--- src/rtl/bp_clint_multi_if.sv ---
// Request/response channel between the I/O network and the CLINT.
interface bp_clint_multi_if #(
  parameter int unsigned paddr_width_p = 56,
  parameter int unsigned dword_width_p = 64
);
  logic                     req_v_i;
  logic                     req_ready_o;
  logic                     req_wr_i;
  logic [paddr_width_p-1:0] req_addr_i;
  logic                     req_size_i;
  logic [dword_width_p-1:0] req_data_i;
  logic                     resp_v_o;
  logic                     resp_yumi_i;
  logic [dword_width_p-1:0] resp_data_o;
  logic                     resp_err_o;

  modport master (
    output req_v_i, req_wr_i, req_addr_i, req_size_i, req_data_i, resp_yumi_i,
    input  req_ready_o, resp_v_o, resp_data_o, resp_err_o
  );

  modport slave (
    input  req_v_i, req_wr_i, req_addr_i, req_size_i, req_data_i, resp_yumi_i,
    output req_ready_o, resp_v_o, resp_data_o, resp_err_o
  );
endinterface

--- src/rtl/bp_clint_multi.sv ---
// Multi-hart core-local interruptor: per-hart msip/mtimecmp, shared prescaled mtime.
module bp_clint_multi #(
  parameter int unsigned num_core_p    = 4,
  parameter int unsigned paddr_width_p = 56,
  parameter int unsigned dword_width_p = 64,
  parameter int unsigned rtc_div_p     = 8,
  localparam int unsigned rtc_div_width_lp = $clog2(rtc_div_p) + 1
) (
  input  logic                  clk_i,
  input  logic                  reset_n_i,
  bp_clint_multi_if.slave       io,
  output logic [num_core_p-1:0] timer_irq_o,
  output logic [num_core_p-1:0] soft_irq_o
);

  localparam int unsigned hart_w_lp   = (num_core_p > 1) ? $clog2(num_core_p) : 1;
  localparam logic [15:0] msip_end_lp = 16'(4 * num_core_p);
  localparam logic [15:0] cmp_base_lp = 16'h4000;
  localparam logic [15:0] cmp_end_lp  = 16'(32'h4000 + 8 * num_core_p);
  localparam logic [15:0] mtime_lo_lp = 16'hbff8;
  localparam logic [15:0] mtime_hi_lp = 16'hbffc;

  typedef enum logic {st_idle, st_resp} state_e;

  state_e                      state_q, state_n;
  logic [63:0]                 mtime_q, mtime_n;
  logic [rtc_div_width_lp-1:0] presc_q, presc_n;
  logic [63:0]                 mtimecmp_q [num_core_p];
  logic [63:0]                 mtimecmp_n [num_core_p];
  logic [num_core_p-1:0]       msip_q, msip_n;
  logic [num_core_p-1:0]       timer_irq_q, timer_irq_n, soft_irq_q;
  logic [63:0]                 resp_data_q, resp_data_n;
  logic                        resp_err_q, resp_err_n;

  logic                        hs, tick, base_ok;
  logic [15:0]                 off;
  logic                        sel_msip, sel_cmp, sel_mtime, half, dec_err;
  logic [hart_w_lp-1:0]        msip_h, cmp_h;
  logic [63:0]                 wdata;

  // 4 B writes replace one half; 8 B writes replace the whole register
  function automatic logic [63:0] merge_w(input logic [63:0] old, input logic [63:0] wd,
                                          input logic full, input logic hi);
    if (full) return wd;
    if (hi) return {wd[31:0], old[31:0]};
    return {old[63:32], wd[31:0]};
  endfunction

  function automatic logic [63:0] select_r(input logic [63:0] val, input logic full,
                                           input logic hi);
    if (full) return val;
    if (hi) return {32'h0, val[63:32]};
    return {32'h0, val[31:0]};
  endfunction

  assign hs      = io.req_v_i && (state_q == st_idle);
  assign off     = io.req_addr_i[15:0];
  assign wdata   = 64'(io.req_data_i);
  assign base_ok = (io.req_addr_i[31:16] == 16'h0200) && ((io.req_addr_i >> 32) == '0);
  assign msip_h  = hart_w_lp'(off >> 2);
  assign cmp_h   = hart_w_lp'((off - cmp_base_lp) >> 3);
  assign tick    = (presc_q == rtc_div_width_lp'(rtc_div_p - 1));

  // Address decode; anything not selected is an error
  always_comb begin
    sel_msip  = 1'b0;
    sel_cmp   = 1'b0;
    sel_mtime = 1'b0;
    half      = 1'b0;
    if (base_ok) begin
      if (off < msip_end_lp) begin
        sel_msip = (off[1:0] == 2'b00) && !io.req_size_i;
      end else if (off >= cmp_base_lp && off < cmp_end_lp) begin
        sel_cmp = io.req_size_i ? (off[2:0] == 3'b000) : (off[1:0] == 2'b00);
        half    = off[2];
      end else if (off == mtime_lo_lp) begin
        sel_mtime = 1'b1;
      end else if (off == mtime_hi_lp) begin
        sel_mtime = !io.req_size_i;
        half      = 1'b1;
      end
    end
    dec_err = !(sel_msip || sel_cmp || sel_mtime);
  end

  always_comb begin
    state_n = state_q;
    case (state_q)
      st_idle: if (io.req_v_i)     state_n = st_resp;
      st_resp: if (io.resp_yumi_i) state_n = st_idle;
      default:                     state_n = st_idle;
    endcase
  end

  // Register updates; a same-cycle mtime write overrides the tick increment
  always_comb begin
    presc_n     = tick ? '0 : presc_q + rtc_div_width_lp'(1);
    mtime_n     = tick ? mtime_q + 64'd1 : mtime_q;
    msip_n      = msip_q;
    mtimecmp_n  = mtimecmp_q;
    resp_data_n = resp_data_q;
    resp_err_n  = resp_err_q;
    if (hs) begin
      resp_data_n = '0;
      resp_err_n  = dec_err;
      if (!dec_err && io.req_wr_i) begin
        if (sel_msip)  msip_n[msip_h]    = wdata[0];
        if (sel_cmp)   mtimecmp_n[cmp_h] = merge_w(mtimecmp_q[cmp_h], wdata, io.req_size_i, half);
        if (sel_mtime) mtime_n           = merge_w(mtime_q, wdata, io.req_size_i, half);
      end else if (!dec_err) begin
        if (sel_msip)  resp_data_n = 64'(msip_q[msip_h]);
        if (sel_cmp)   resp_data_n = select_r(mtimecmp_q[cmp_h], io.req_size_i, half);
        if (sel_mtime) resp_data_n = select_r(mtime_q, io.req_size_i, half);
      end
    end
    for (int h = 0; h < num_core_p; h++) begin
      timer_irq_n[h] = (mtime_n >= mtimecmp_n[h]);
    end
  end

  always_ff @(posedge clk_i or negedge reset_n_i) begin
    if (!reset_n_i) begin
      state_q     <= st_idle;
      mtime_q     <= '0;
      presc_q     <= '0;
      msip_q      <= '0;
      timer_irq_q <= '0;
      soft_irq_q  <= '0;
      resp_data_q <= '0;
      resp_err_q  <= 1'b0;
      for (int h = 0; h < num_core_p; h++) mtimecmp_q[h] <= '1;
    end else begin
      state_q     <= state_n;
      mtime_q     <= mtime_n;
      presc_q     <= presc_n;
      msip_q      <= msip_n;
      timer_irq_q <= timer_irq_n;
      soft_irq_q  <= msip_n;
      resp_data_q <= resp_data_n;
      resp_err_q  <= resp_err_n;
      for (int h = 0; h < num_core_p; h++) mtimecmp_q[h] <= mtimecmp_n[h];
    end
  end

  assign io.req_ready_o = (state_q == st_idle);
  assign io.resp_v_o    = (state_q == st_resp);
  assign io.resp_data_o = dword_width_p'(resp_data_q);
  assign io.resp_err_o  = resp_err_q;
  assign timer_irq_o    = timer_irq_q;
  assign soft_irq_o     = soft_irq_q;

endmodule
--- src/flat_wrapper.sv ---
// flat-port wrapper written by rule: the top's interface ports become plain ports
module bp_clint_multi_flat 
#(
  parameter int unsigned num_core_p    = 4,
  parameter int unsigned paddr_width_p = 56,
  parameter int unsigned dword_width_p = 64,
  parameter int unsigned rtc_div_p     = 8,
  localparam int unsigned rtc_div_width_lp = $clog2(rtc_div_p) + 1
)
  (clk_i, reset_n_i, timer_irq_o, soft_irq_o, io_req_v_i, io_req_wr_i, io_req_addr_i, io_req_size_i, io_req_data_i, io_resp_yumi_i, io_req_ready_o, io_resp_v_o, io_resp_data_o, io_resp_err_o);
  bp_clint_multi_if #(.paddr_width_p(paddr_width_p), .dword_width_p(dword_width_p)) io_i ();
  input  logic clk_i;
  input  logic reset_n_i;
  output logic [num_core_p-1:0] timer_irq_o;
  output logic [num_core_p-1:0] soft_irq_o;
  input wire logic [$bits(io_i.req_v_i)-1:0] io_req_v_i;
  input wire logic [$bits(io_i.req_wr_i)-1:0] io_req_wr_i;
  input wire logic [$bits(io_i.req_addr_i)-1:0] io_req_addr_i;
  input wire logic [$bits(io_i.req_size_i)-1:0] io_req_size_i;
  input wire logic [$bits(io_i.req_data_i)-1:0] io_req_data_i;
  input wire logic [$bits(io_i.resp_yumi_i)-1:0] io_resp_yumi_i;
  output wire logic [$bits(io_i.req_ready_o)-1:0] io_req_ready_o;
  output wire logic [$bits(io_i.resp_v_o)-1:0] io_resp_v_o;
  output wire logic [$bits(io_i.resp_data_o)-1:0] io_resp_data_o;
  output wire logic [$bits(io_i.resp_err_o)-1:0] io_resp_err_o;
  assign io_i.req_v_i = io_req_v_i;
  assign io_i.req_wr_i = io_req_wr_i;
  assign io_i.req_addr_i = io_req_addr_i;
  assign io_i.req_size_i = io_req_size_i;
  assign io_i.req_data_i = io_req_data_i;
  assign io_i.resp_yumi_i = io_resp_yumi_i;
  assign io_req_ready_o = io_i.req_ready_o;
  assign io_resp_v_o = io_i.resp_v_o;
  assign io_resp_data_o = io_i.resp_data_o;
  assign io_resp_err_o = io_i.resp_err_o;
  bp_clint_multi #(.num_core_p(num_core_p), .paddr_width_p(paddr_width_p), .dword_width_p(dword_width_p), .rtc_div_p(rtc_div_p)) u_core (.clk_i(clk_i), .reset_n_i(reset_n_i), .io(io_i), .timer_irq_o(timer_irq_o), .soft_irq_o(soft_irq_o));
endmodule
--- config.mk ---
export PLATFORM = sky130hd
export DESIGN_NAME = bp_clint_multi_flat
export DESIGN_NICKNAME = d
export VERILOG_FILES = /design/src/rtl/bp_clint_multi_if.sv /design/src/rtl/bp_clint_multi.sv /design/src/flat_wrapper.sv
export SDC_FILE = /design/constraint.sdc
export NUM_CORES = 1
export LEC_CHECK = 0
export ABC_AREA = 1
export ABC_CLOCK_PERIOD_IN_PS = 5000
export BUFFER_PORTS_ARGS = -buffer_cell sky130_fd_sc_hd__buf_2
export CAP_MARGIN = 5
export CORE_MARGIN = 5
export CORE_UTILIZATION = 62
export DETAILED_ROUTE_END_ITERATION = 8
export PLACE_DENSITY = 0.82
export SLEW_MARGIN = 30
export SYNTH_ARGS = -nofsm -noshare
export SYNTH_HDL_FRONTEND = slang
export SYNTH_SLANG_ARGS = --single-unit
--- constraint.sdc ---
create_clock -name clk_i -period 5 [get_ports clk_i]
set_clock_uncertainty 0.2 [all_clocks]
set_input_delay 0.75 -clock clk_i [delete_from_list [all_inputs] [get_ports clk_i]]
set_output_delay 0.75 -clock clk_i [all_outputs]
set_load 0.005 [all_outputs]
Yosys cells after proc, flatten, opt, wreduce, memory -nomap -nowiden

Cells that the tools add are included.

$add $sub $neg: 3
Order comparisons: 11
Reduce and logical (&&, ||, !) cells: 15
Eq/ne operators: 4
Bitwise operators: 2
Muxes and demuxes: 93

Operators with widths:

| kind                    | count |
|---|---|
| $mux W64                | 29 |
| $mux W256               | 3 |
| $bwmux W256             | 1 |
| $ge A64 B64 Y1          | 4 |
| $bmux W64 S2            | 1 |
| $demux W64 S2           | 1 |
| $add A64 B1 Y64 const B | 1 |
| $logic_not A56 Y1       | 1 |
| $mux W1                 | 53 |
| $eq A16 B16 Y1 const B  | 2 |
| $eq A16 B10 Y1 const B  | 1 |
| $ge A16 B15 Y1 const B  | 1 |
| $lt A16 B15 Y1 const B  | 1 |
| $lt A16 B5 Y1 const B   | 1 |
| $logic_and A1 B1 Y1     | 7 |
| $sub A5 B1 Y5 const B   | 1 |
| $add A4 B1 Y4 const B   | 1 |
| $bwmux W4               | 1 |
| $eq A4 B3 Y1 const B    | 1 |
| $mux W4                 | 1 |
| $ge A3 B3 Y1 const B    | 1 |
| $logic_not A3 Y1        | 1 |
| $lt A2 B3 Y1 const B    | 1 |
| $lt A3 B1 Y1 const B    | 1 |
| other kinds (10)        | 12 |

Bits in registers: 398
Output and inout port bits: 75
Input bits: 126
Logic and storage cells: 139

Depth between registers and ports, before layout

Depth after elaboration: 24
Depth in mapped cells: 29

Least setup slack after synthesis

No wires, ideal clock.

Path kind: input to register
From: in io_req_addr_i[7]
To: reg u_core.timer_irq_q[1] (netlist: u_core.timer_irq_o[1])
Data required time: 4.681 ns
Path buffers: 1
Library setup time: 0.119 ns
Slack: 0.973 ns
Arrival: 3.708 ns
Cell stages on the path: 22
Cells stage by stage: nor2_1 -> nand2_1 -> nor2_1 -> nand2_1 -> inv_2 -> nor3_2 -> nand4_1 -> clkinv_1 -> nand2_1 -> clkinv_1 -> clkbuf_1 -> o21ai_0 -> ha_1 -> nand2_1 -> nor2_1 -> a211oi_1 -> o221a_2 -> nor2_1 -> a211oi_1 -> nand2_1 -> nand2_1 -> nand2_1

RTL lines:

| item                                                                    | RTL line              | RTL |
|---|---|---|
| from (decl)                                                             | flat_wrapper.sv:18    | `input wire logic [$bits(io_i.req_addr_i)-1:0] io_req_addr_i;` |
| parallel branches: the longest is 14 deep, another holds $ge A16 B15 Y1 | n/a                   |  |
| $mux W64 (*)                                                            | bp_clint_multi.sv:106 | `if (!dec_err && io.req_wr_i) begin` |
| $mux W64 (*)                                                            | bp_clint_multi.sv:103 | `if (hs) begin` |
| via u_core.mtime_n[19]                                                  | bp_clint_multi.sv:26  | `logic [63:0] mtime_q, mtime_n;` |
| $ge A64 B64 Y1 (*)                                                      | bp_clint_multi.sv:117 | `timer_irq_n[h] = (mtime_n >= mtimecmp_n[h]);` |
| via u_core.timer_irq_n[1]                                               | bp_clint_multi.sv:31  | `logic [num_core_p-1:0] timer_irq_q, timer_irq_n, soft_irq_q;` |
| to (signal assigned)                                                    | bp_clint_multi.sv:137 | `timer_irq_q <= timer_irq_n;` |
| to (decl)                                                               | bp_clint_multi.sv:31  |  |

Mark *: on every way through the listed nets, which the timed path passes. The select of a mux whose other input is x is not followed.
A chain may end at the register's enable or synchronous reset.

Final worst setup path

From: reg u_core.presc_q[0]
To: reg u_core.timer_irq_q[1] (netlist: u_core.timer_irq_o[1])

Cells in the longest elaborated chain, start to end: 6

Ends and longest elaborated chain:

| item                      | RTL line              | RTL |
|---|---|---|
| from (decl)               | bp_clint_multi.sv:27  | `logic [rtc_div_width_lp-1:0] presc_q, presc_n;` |
| from (signal assigned)    | bp_clint_multi.sv:135 | `presc_q <= presc_n;` |
| $eq A4 B3 Y1 (*)          | bp_clint_multi.sv:62  | `assign tick = (presc_q == rtc_div_width_lp'(rtc_div_p - 1));` |
| $mux W64 (*)              | bp_clint_multi.sv:98  | `mtime_n = tick ? mtime_q + 64'd1 : mtime_q;` |
| $mux W64                  | bp_clint_multi.sv:109 | `if (sel_mtime) mtime_n = merge_w(mtime_q, wdata, io.req_size_i, half);` |
| $mux W64                  | bp_clint_multi.sv:106 |  |
| $mux W64 (*)              | bp_clint_multi.sv:103 |  |
| via u_core.mtime_n[63]    | bp_clint_multi.sv:26  |  |
| $ge A64 B64 Y1 (*)        | bp_clint_multi.sv:117 |  |
| via u_core.timer_irq_n[1] | bp_clint_multi.sv:31  |  |

Mark *: on every way through the listed nets, which the timed path passes. The rest lies on a longest branch.

==> results.toml <==
[outcome]
status = "complete, no violations"

[layout]
layout_common_cells = "nand2_1 (746), o21ai_0 (491), inv_1 (479)"
n_antenna_cell = 0
n_fill_cell = 3549
multi_input_area_um2 = 15200
stdcell_count = 4562
area_growth_pct = 15.8
final_util_pct = 72.7
seqCellArea_um2 = 10300
layout_commonest_cell = "nand2_1"
stdcell_area_um2 = 32100
drive_above_1_share_pct = 20.6
num-nets-final = 4314

[timing]
whs_ps = 166
rsz0062_at_grt = "true"
slew_headroom_pct = 33.0
max_freq_mhz = 205
final.setup.tns_ps = 0
period_needed_ps = 4890
fin_crit_sh_pct = 97.7
final_max_slew_viol_count = 0
hold_violations = 0
finalSetupViolCount = 0
setup_ws_ps = 115
tightest_slew_ps = 994

[job]
maxCapViolCount = 0

[routing]
met3WireLength_um = 12200
wl_met1_um = 40000
routed.top_layer = "met5"
initialDrtViolationCount = 3996
num_vias = 28300
drt-pass1-iter-count = 6
via_per_inst = 6.20
drtAntennaViolNets = 0
post-route-drc-count = 0
drt_wl_total_um = 103000
routedWlPerCell_um = 22.6
met2_length_um = 44400

[synth]
synth_nets = 4060
synth_warnings = 0
synth-edff-count = 0
synth-async-reset-ratio_pct = 100
synth_ff_type = "dfstp_2"
avgSynthCellArea_um2 = 7.54
synth.distinct_cells = 55
netlist_instances = 3680
ys_seq_elements = 398
seq_area_frac_synth_pct = 37.0
syn_area_um2 = 27800

[global_routing]
track_usage_pct = 40.5
overflow = 0
grt_max_degree = 115
grt_pass1_wl_um = 157000
grt_pass1_vias = 26700
antenna_found_initial = 4

[floorplanning]
die_h_um = 222
coreArea_um2 = 44200
die-area_um2 = 49100
start_util_pct = 62.8
die_w_um = 222
rows = 77
io_pins = 201

[critical_path]
path_delay_family = "simple AND/OR/NAND/NOR gates"
cp.required_ps = 5330
critPathMaxStageDelay_ps = 380
cp_max_fo = 5
arrival_ps = 5220
path_class = "reg2reg"
crit_path_end_kind = "flip-flop"
critical_path_buf_inv_count = 3
worst_path_max_delay_cell = "dfrtp_1"
start_kind = "flip-flop"

[power]
powerDensity_nw_per_um2 = 225
worst_ir_drop_vdd_mv = 0.278
power.total_mw = 7.24
p_leak_nw = 15.0

[place]
gp_congestion = 1.05
place_worst_setup_slack_ps = -430
post_dp_cell_area_um2 = 30300
hpwl_um = 78600
portBuffers = 200
dpl.cell_count = 4467

[worst_hold_path]
hp-class = "in2reg"

[clock_network]
tritoncts = "built"
htree_levels = 2
cts_max_path_buffers = 3
cts-root-buf = "clkbuf_16"
cts_sinks = 398
clk_pin_slew_worst_paths_ps = 60
cts_buffers = 47
clk_latency_ps = 600
==> registers in the layout, summed over array words and instances (netlist names) <==
name	flops
u_core.mtimecmp_q	256
u_core.msip_q	4
u_core.io.resp_v_o	1
u_core.presc_q	4
u_core.io.resp_data_o	64
u_core.mtime_q	64
u_core.io.resp_err_o	1
u_core.timer_irq_o	4
==> worst register-to-register path, delay by kind of cell (launching register included) <==
kind / cells / cell delay, ps
xor gates and xnor gates: 1 / 170
DFF: 1 / 380
adders and majority gates: 2 / 530
buffers and inverters: 3 / 330
AOI/OAI and AO/OA: 1 / 100
and+or+nand+nor: 20 / 3100
==> logic make-up after synthesis <==
family          after synthesis  synth area share (%)
compound gates              983                  20.4
xor+xnor                     47                  1.48
fa+ha+maj                   254                  11.5
buf+inv                     664                  9.14
flops                       398                  37.0
mux                           7                 0.270
simple gates               1327                  20.2
==> repair_timing <==
| item | 4_1_cts | 5_1_grt |
|---|---|---|
| gates resized for setup | 8 | 31 |
| setup buffers | 0 | 9 |
| setup endpoints to repair | 4 | 4 |
| hold endpoints to repair | 18 | 0 |
| hold buffers | 1 | 0 |
| pin swaps | 0 | 16 |
==> final timing paths <==
check	startpoint	to	slack (ps)	depth (start not counted)
max in group asynchronous	reset_n_i	u_core.io.resp_data_o[34]	2960	3
worst max register to register	u_core.presc_q[0]	u_core.timer_irq_o[1]	110	27
worst min register to register	u_core.io.resp_data_o[47]	u_core.io.resp_data_o[47]	280	2
min in group asynchronous	reset_n_i	u_core.presc_q[1]	570	2
worst min-delay path	io_resp_yumi_i	u_core.io.resp_v_o	170	2
worst max-delay path	u_core.presc_q[0]	u_core.timer_irq_o[1]	110	27
==> cell type report <==
cell class / instances / area share [%]
Timing Repair Buffer: 377 / 8.03
Clock buffer: 73 / 4.47
Clock inverter: 12 / 0.280
Tap cell: 592 / 2.30
Inverter: 492 / 5.75
Multi-Input combinational cell: 2618 / 47.2
Sequential cell: 398 / 32.0
==> power by group <==
group | internal (mW) | switching, mW
logic | 0.149 | 0.411
registers | 3.23 | 0.000493
clock network | 2.02 | 1.43
total | 5.40 | 1.84
==> synthesized netlist by cell type, types with 11 or more instances <==
| cell type | number | area share, % |
|---|---|---|
| nand3_1 | 103 | 1.9 |
| o21ai_0 | 493 | 8.9 |
| a32o_1 | 21 | 0.76 |
| a21oi_1 | 187 | 3.4 |
| a221oi_1 | 11 | 0.35 |
| inv_1 | 481 | 6.5 |
| nor3_1 | 48 | 0.87 |
| dfstp_2 | 256 | 24 |
| o221ai_1 | 20 | 0.63 |
| a211oi_1 | 27 | 0.73 |
| o21ai_1 | 26 | 0.47 |
| o21a_1 | 32 | 0.87 |
| buf_2 | 29 | 0.52 |
| o31ai_1 | 21 | 0.57 |
| buf_1 | 16 | 0.22 |
| or2_2 | 26 | 0.59 |
| nor4_1 | 18 | 0.41 |
| xor2_1 | 46 | 1.5 |
| dfrtp_1 | 142 | 13 |
| nand2_1 | 757 | 10 |
| o211ai_1 | 49 | 1.3 |
| nor2_1 | 296 | 4.0 |
| clkbuf_1 | 123 | 1.7 |
| nand4_1 | 43 | 0.97 |
| ha_1 | 254 | 11 |
| o22ai_1 | 54 | 1.2 |
==> metal layers <==
metal	GRT usage [%]	vias to the layer above
met5	0	-
met4	20.2	4
met3	8.43	351
met2	61.4	1888
met1	55.5	13100
li1	-	12900
Note: power is estimated with default switching activity, not from simulation.
